## config.mk

```make
export PLATFORM = sky130hd
export DESIGN_NAME = rsm_datapath_seq
export DESIGN_NICKNAME = d
export VERILOG_FILES = /design/src/rtl/rsm_datapath_seq.sv
export SDC_FILE = /design/constraint.sdc
export NUM_CORES = 1
export LEC_CHECK = 0
export ABC_CLOCK_PERIOD_IN_PS = 9100
export CORE_MARGIN = 5
export CORE_UTILIZATION = 60
export DETAILED_ROUTE_END_ITERATION = 16
export PLACE_DENSITY = 0.8
export SLEW_MARGIN = 20
export SYNTH_ARGS = -nofsm -noshare
export SYNTH_HDL_FRONTEND = slang
export SYNTH_SLANG_ARGS = --single-unit
```

## constraint.sdc

```tcl
create_clock -name clk -period 9.1 [get_ports clk]
set_input_delay 0.91 -clock clk [delete_from_list [all_inputs] [get_ports clk]]
set_output_delay 0.91 -clock clk [all_outputs]
set_load 0.01 [all_outputs]
```

## src/rtl/rsm_datapath_seq.sv

```systemverilog
// Self-sequencing register/shift/ALU datapath: one op per handshake, stepped
// through register read, shift+ALU execute and writeback.
module rsm_datapath_seq #(
  parameter  int WIDTH = 16,
  parameter  int NREGS = 8,
  localparam int AW    = $clog2(NREGS)
) (
  input  logic             clk,
  input  logic             reset_n,
  input  logic             op_valid,
  output logic             op_ready,
  input  logic [1:0]       op_alu,
  input  logic [1:0]       op_shift,
  input  logic             op_asel,
  input  logic             op_bsel,
  input  logic             op_wr,
  input  logic [AW-1:0]    op_rn,
  input  logic [AW-1:0]    op_rm,
  input  logic [AW-1:0]    op_rd,
  input  logic [WIDTH-1:0] op_imm,
  output logic             done,
  output logic [WIDTH-1:0] result,
  output logic [2:0]       status,
  input  logic [AW-1:0]    dbg_rnum,
  output logic [WIDTH-1:0] dbg_rdata
);

  // state | meaning
  // IDLE  | waiting for an op, op_ready high
  // RDA   | A <= R[rn]
  // RDB   | B <= R[rm]
  // EXEC  | result/status <= ALU(Ain, Bin)
  // WB    | optional R[rd] <= result, done pulse
  typedef enum logic [2:0] {IDLE, RDA, RDB, EXEC, WB} state_t;

  state_t state_q, state_d;

  logic [1:0]       alu_q, shift_q;
  logic             asel_q, bsel_q, wr_q;
  logic [AW-1:0]    rn_q, rm_q, rd_q;
  logic [WIDTH-1:0] imm_q;
  logic [WIDTH-1:0] a_q, b_q, result_q;
  logic [2:0]       status_q;
  logic [WIDTH-1:0] rf_q [NREGS];

  logic [WIDTH-1:0] a_in, b_sh, b_in, alu_res;
  logic             ovf;

  always_comb begin
    state_d  = state_q;
    op_ready = 1'b0;
    done     = 1'b0;
    case (state_q)
      IDLE: begin
        op_ready = 1'b1;
        if (op_valid) state_d = RDA;
      end
      RDA:  state_d = RDB;
      RDB:  state_d = EXEC;
      EXEC: state_d = WB;
      WB: begin
        done    = 1'b1;
        state_d = IDLE;
      end
      default: state_d = IDLE;
    endcase
  end

  always_comb begin
    a_in = asel_q ? '0 : a_q;
    case (shift_q)
      2'b01:   b_sh = {b_q[WIDTH-2:0], 1'b0};
      2'b10:   b_sh = {1'b0, b_q[WIDTH-1:1]};
      2'b11:   b_sh = {b_q[WIDTH-1], b_q[WIDTH-1:1]};
      default: b_sh = b_q;
    endcase
    b_in    = bsel_q ? imm_q : b_sh;
    alu_res = '0;
    ovf     = 1'b0;
    case (alu_q)
      2'b00: begin
        alu_res = a_in + b_in;
        ovf = (a_in[WIDTH-1] == b_in[WIDTH-1]) && (alu_res[WIDTH-1] != a_in[WIDTH-1]);
      end
      2'b01: begin
        alu_res = a_in - b_in;
        ovf = (a_in[WIDTH-1] != b_in[WIDTH-1]) && (alu_res[WIDTH-1] != a_in[WIDTH-1]);
      end
      2'b10:   alu_res = a_in & b_in;
      default: alu_res = ~b_in;
    endcase
  end

  always_ff @(posedge clk or negedge reset_n) begin
    if (!reset_n) begin
      state_q  <= IDLE;
      alu_q    <= '0;
      shift_q  <= '0;
      asel_q   <= 1'b0;
      bsel_q   <= 1'b0;
      wr_q     <= 1'b0;
      rn_q     <= '0;
      rm_q     <= '0;
      rd_q     <= '0;
      imm_q    <= '0;
      a_q      <= '0;
      b_q      <= '0;
      result_q <= '0;
      status_q <= '0;
    end else begin
      state_q <= state_d;
      case (state_q)
        IDLE: if (op_valid) begin
          alu_q   <= op_alu;
          shift_q <= op_shift;
          asel_q  <= op_asel;
          bsel_q  <= op_bsel;
          wr_q    <= op_wr;
          rn_q    <= op_rn;
          rm_q    <= op_rm;
          rd_q    <= op_rd;
          imm_q   <= op_imm;
        end
        RDA:  a_q <= rf_q[rn_q];
        RDB:  b_q <= rf_q[rm_q];
        EXEC: begin
          result_q <= alu_res;
          status_q <= {ovf, alu_res[WIDTH-1], (alu_res == '0)};
        end
        default: ;
      endcase
    end
  end

  // Writeback reads result_q, so rd may alias rn/rm without hazard.
  always_ff @(posedge clk or negedge reset_n) begin
    if (!reset_n) begin
      for (int i = 0; i < NREGS; i++) rf_q[i] <= '0;
    end else if (state_q == WB && wr_q) begin
      rf_q[rd_q] <= result_q;
    end
  end

  assign result    = result_q;
  assign status    = status_q;
  assign dbg_rdata = rf_q[dbg_rnum];

endmodule
```

======== After elaboration in Yosys (flattened, before gate mapping) ========
Cells that the tools add are included.
storage, ports and cells
  input bits .............................. 38
  register bits ........................... 214
  output and inout port bits .............. 37
  word-level logic and storage cells ...... 78
operators by class
  $lt $le $gt $ge ......................... 5
  reduce and logical (&&, ||, !) cells .... 8
  equal/unequal tests ..................... 14
  muxes and demuxes ....................... 21
  add/sub/neg operators ................... 2
  bitwise gates (word level) .............. 6
operators with widths
  kind                                                                   count
  16-bit binary-select mux with 3-bit select                             3
  16-bit two-way mux                                                     9
  128-bit bitwise mux                                                    1
  16-bit case mux with 3 select lines                                    2
  16-bit demux with 3-bit select                                         1
  16-bit adder                                                           1
  16-bit AND                                                             1
  4-bit >= comparator (second input constant)                            4
  16-bit logical NOT                                                     1
  16-bit inverter                                                        1
  3-bit inverter with 4-bit output                                       4
  16-bit subtractor                                                      1
  3-bit case mux with 4 select lines                                     1
  2-bit == test (second input constant)                                  3
  3-bit by 2-bit == test with 1-bit output (second input constant)       2
  2-bit by 1-bit == test with 1-bit output (second input constant)       2
  1-bit logical AND                                                      4
  4-bit by 1-bit < comparator with 1-bit output (second input constant)  1
  3-bit by 1-bit == test with 1-bit output (second input constant)       1
  3-bit == test (second input constant)                                  1
  3-bit logical NOT                                                      1
  3-bit two-way mux                                                      1
  1-bit inequality test                                                  3
  2-bit logical NOT                                                      1
  other kinds (5)                                                        6

======== Logic depth before layout (Yosys ltp) ========
  word-level depth ........................ 7
  depth in mapped cells ................... 17
  gate-level depth less buffers ........... 14

======== Least setup slack after synthesis ========
OpenSTA, ideal clock, no wires.
  kind .................................... reg-to-reg
  start ................................... reg shift_q[1]
  end ..................................... reg status_q[0], in the netlist status[0]
  setup slack ............................. 5.798 ns
  period minus slack after synthesis ...... 3.302 ns
  path buffers ............................ 1
  arrival ................................. 3.237 ns
  cell stages (with the launch flop) ...... 15
  library setup time ...................... 0.066 ns
  data required time ...................... 9.034 ns
  cells stage by stage .................... dfrtp_1 > clkbuf_1 > o21ai_0 > mux2i_1 > inv_1 > fa_1 > a211oi_2 > o31ai_4 > a211oi_2 > o221ai_2 > xor2_1 > a221oi_2 > nand2_1 > nor4_2 > a22o_1
on the way
  word-level cells in the longest chain between the ends .. 6
  elaborated cells between the ends (all ways) .. 11
  classes of those cells .................. add/sub (2); eq/ne (3); mux (3); bitwise (2); reduce/logical (1)
RTL lines
  item                                                                              line  RTL
  start: declaration                                                                38    logic [1:0] alu_q, shift_q;
  start signal: assignment                                                          115   shift_q <= op_shift;
  2-bit == test / 2-bit by 1-bit == test with 1-bit output (equally long branches)  71    case (shift_q)
  16-bit case mux with 3 select lines (*)                                           71
  16-bit two-way mux (*)                                                            77    b_in = bsel_q ? imm_q : b_sh;
  16-bit subtractor (tied with other cells)                                         86    alu_res = a_in - b_in;
  16-bit case mux with 3 select lines (*)                                           80    case (alu_q)
  16-bit logical NOT (*)                                                            128   status_q <= {ovf, alu_res[WIDTH-1], (alu_res == '0)};
  end signal: assignment                                                            128
  end: declaration                                                                  43    logic [2:0] status_q;
Every way passes the cells marked *; elsewhere a longest branch is shown, timed or not.
A chain may end at the register's enable or synchronous reset.

======== Worst setup path in the final report ========
  start ................................... reg shift_q[0]
  end ..................................... reg status_q[0], in the netlist status[0]
The elaborated chain is that of the path after synthesis.

==> key figures <==
Run status
  – Outcome: complete, no violations

Logic synthesis
  – Synthesized area: 13500 sq um
  – Synthesis warning total: 0
  – Sequential area share after synthesis: 39.6%
  – Synth unique cells: 71
  – EDFF count, synth: 0
  – Syn Area/Cell: ~12 sq um
  – Ys flop type: dfrtp_1
  – Syn Nets: between 1000 and 1500
  – Ys async rst share: 100%
  – Post-Syn Instances: 1113
  – Synth Register Bits: approximately 210

STA
  – Slew Limit Fails: 0
  – Setup Viol. Count Final: 0
  – Slew HR: 18.4%
  – RSZ-0062 raised after global routing: false
  – Final Critical Period: 4.15 ns
  – Fin. Hold Viols: 0
  – Worst Hold Slack: 0.341 ns
  – Setup_tns: 0 ns
  – Slew @ Worst Pin: about 1.2 ns
  – Clock Skews: 0.0156 ns
  – Fmax: 241 MHz
  – Tcrit/Tclk final: between 40% and 50%

Place
  – Dpl hpwl: 24200 um
  – Final Wtd Congestion: 0.932
  – IO Port Bufs: 74

Finish
  – Commonest non-fill, non-tap cell in the layout: dfrtp_1
  – Layout cell share with drive strength beyond 1: between 30 and 40%
  – Synth-to-layout area growth: 12.8%
  – Fillers: 1523
  – Ant. Diodes: 0
  – Most frequent cells in the layout: 209 x dfrtp_1, 173 x mux2_2, 96 x mux4_2
  – Nets: 1234

Worst setup path
  – Reg-to-Reg End: status[0]
  – Crit path arrival time: 4.63 ns
  – FF-to-FF Start: shift_q[0]
  – Critical path startpoint category: flop
  – Critical Path End: status[0]
  – Crit path kind: reg -> reg
  – Worst endpoint required time: approximately 9.6 ns
  – CP Max Fanout: 19
  – Reg2Reg Depth: 13
  – R2r setup slk: 4.95 ns
  – Critical path endpoint category: flop
  – Worst Setup SP: shift_q[0]

Clocking
  – Cts-stage hold buffer count: 0
  – H-tree depth: 1
  – Num Clock Sinks: 213
  – CTS Buf Count: 24
  – Clk slew on worst S/H paths: 0.07 ns
  – Clk Latency, worst-skew pair: 0.54 ns
  – CTS tree: built
  – CTS root buf: clkbuf_16
  – Post-CTS setup buffer count: 0
  – PostCTS Resize Cnt: 0
  – Clock buffer depth: 3

Floorplanning
  – Row cnt: 54
  – Core box area: 22000 sq um
  – DIE AREA: 25500 sq um
  – Die Ht: 160 um
  – Top-Level Pins: 75
  – Die Span X: approximately 160 um
  – Initial core utilization: 61.3%

Global routing
  – Routing usage on met2: a little under half
  – Met3 usage: ~5.5%
  – Initial antenna violation count: 0
  – First-pass GRT wire length: roughly 57000 um
  – GR met1 Demand/Resource: 39.6%
  – Number of global-route vias before repair: 9942
  – Total GRT Usage: 28.3%
  – Largest net degree at the start of global routing: 80
  – Gr busiest metal: met2
  – Grt ovf: 0

Power and ir drop
  – Pwr dens: approximately 420 nW/um^2
  – Clk pwr share: 15.2%
  – Pint: 3540 uW
  – Combinational Power Share: a little under three fifths
  – Cell leakage power: roughly 0.0067 uW
  – Psw: 2850 uW
  – Peak VDD IR: approximately 290 uV
  – Switching Share: between 40% and 50%
  – Seq pwr share: 29.7%

Drt
  – Drt initial violations: 805
  – WL/cell: 24.8 um
  – Iteration count of the initial detailed-routing pass: 5
  – Post-route DRC: 0
  – Routed wire length: 36100 um
  – Via count: 9769
  – Antenna Nets Post-Route: 0
  – Vias/cell: 6.72

Worst hold path
  – HP Class: in -> async

Flow run
  – Max-cap violations: 0
cell usage after synthesis (8+ instances only):
master	count	area, sq um
a211oi_1	9	67.6
nand3_1	16	80.1
ha_1	37	463
dfrtp_1	213	5330
nand2b_1	10	62.6
inv_1	38	143
nor2b_1	21	131
nor3_1	8	40.0
mux4_2	96	2160
o21ai_0	46	230
mux2i_1	63	631
nand2_1	69	259
nor2_1	60	225
a31oi_1	9	56.3
buf_2	18	90.1
buf_1	8	30.0
mux2_2	173	1950
clkbuf_1	45	169
a21oi_1	60	300
cell type report:
type                       instances  area, sq um  share of cell area (%)
clock buffer                      31          637                    4.19
timing repair buffer              93          890                    5.86
tap                              280          350                    2.31
sequential                       213         5340                    35.1
clock inverter                    12          155                    1.02
inverter                          41          154                    1.01
multi-input combinational        784         7670                    50.5
kinds of logic (layout without fill, tap and decap cells):
group	Yosys count	count (layout)	share of synthesized area (%)
AND/OR/NAND/NOR	219	219	7.99
XOR/XNOR	13	13	0.846
AO/OA/AOI/OAI	181	181	9.07
multiplexers	332	332	35.2
buffers and inverters	116	177	3.54
adder cells (fa/ha/maj)	39	39	3.74
flip-flops	213	213	39.6
state kept, by name, indices dropped and copies added, names as in the netlist:
register and cells:
a_q 16, alu_q 2, asel_q 1, b_q 16, bsel_q 1, imm_q 16, rd_q 3, result 15
rf_q 128, rm_q 3, rn_q 3, shift_q 2, state_q 3, status 3, wr_q 1
critical path, cell delays in order (launching register included):
cell	delay, ns
dfrtp_1	0.90
mux2i_1	0.25
o21ai_0	0.11
mux2i_1	0.40
inv_1	0.15
fa_1	0.48
a211oi_2	0.34
o31ai_4	0.13
a2111oi_1	0.52
nor4_1	0.08
o21ai_0	0.17
o211ai_1	0.15
nor4_2	0.28
a22o_1	0.15
stage by stage:
step	worst slack, ns	cells	instance area, sq um	total power, uW	util (%)
2_1_floorplan	5.80	1113	13500	4360	-
3_3_place_gp	5.00	1410	14400	5280	65.5
3_5_place_dp	4.97	1410	14400	5360	65.5
4_1_cts	4.95	1453	15200	6360	69.1
5_1_grt	4.65	1454	15200	6810	69.2
6_report	4.95	1454	15200	6400	69.2
power groups by stage:
stage	sequential (uW)	clock (uW)	combinational [uW]
2_1_floorplan	1600	0	2760
3_3_place_gp	1860	0	3430
3_5_place_dp	1890	0	3470
4_1_cts	1890	983	3490
5_1_grt	1960	1030	3820
6_report	1900	970	3520
routing by layer:
metal	vias to the layer above	routed length [um]
li1	4276	-
met4	0	1010
met3	70	2840
met2	438	17400
met5	-	0
met1	4985	14800
how the worst min path moves through the flow:
stage | from | endpoint | slack [ns] | cells after the start
3_5_place_dp | rd_q[0] | rd_q[0] | 0.51 | 1
6_report | reset_n | rf_q[35] | 0.34 | 1
2_1_floorplan | state_q[2] | state_q[0] | 0.48 | 1
3_3_place_gp | imm_q[0] | imm_q[0] | 0.49 | 1
4_1_cts | reset_n | rf_q[3] | 0.35 | 1
5_1_grt | reset_n | rf_q[3] | 0.37 | 1
Note: power is estimated with default switching activity, not from simulation.
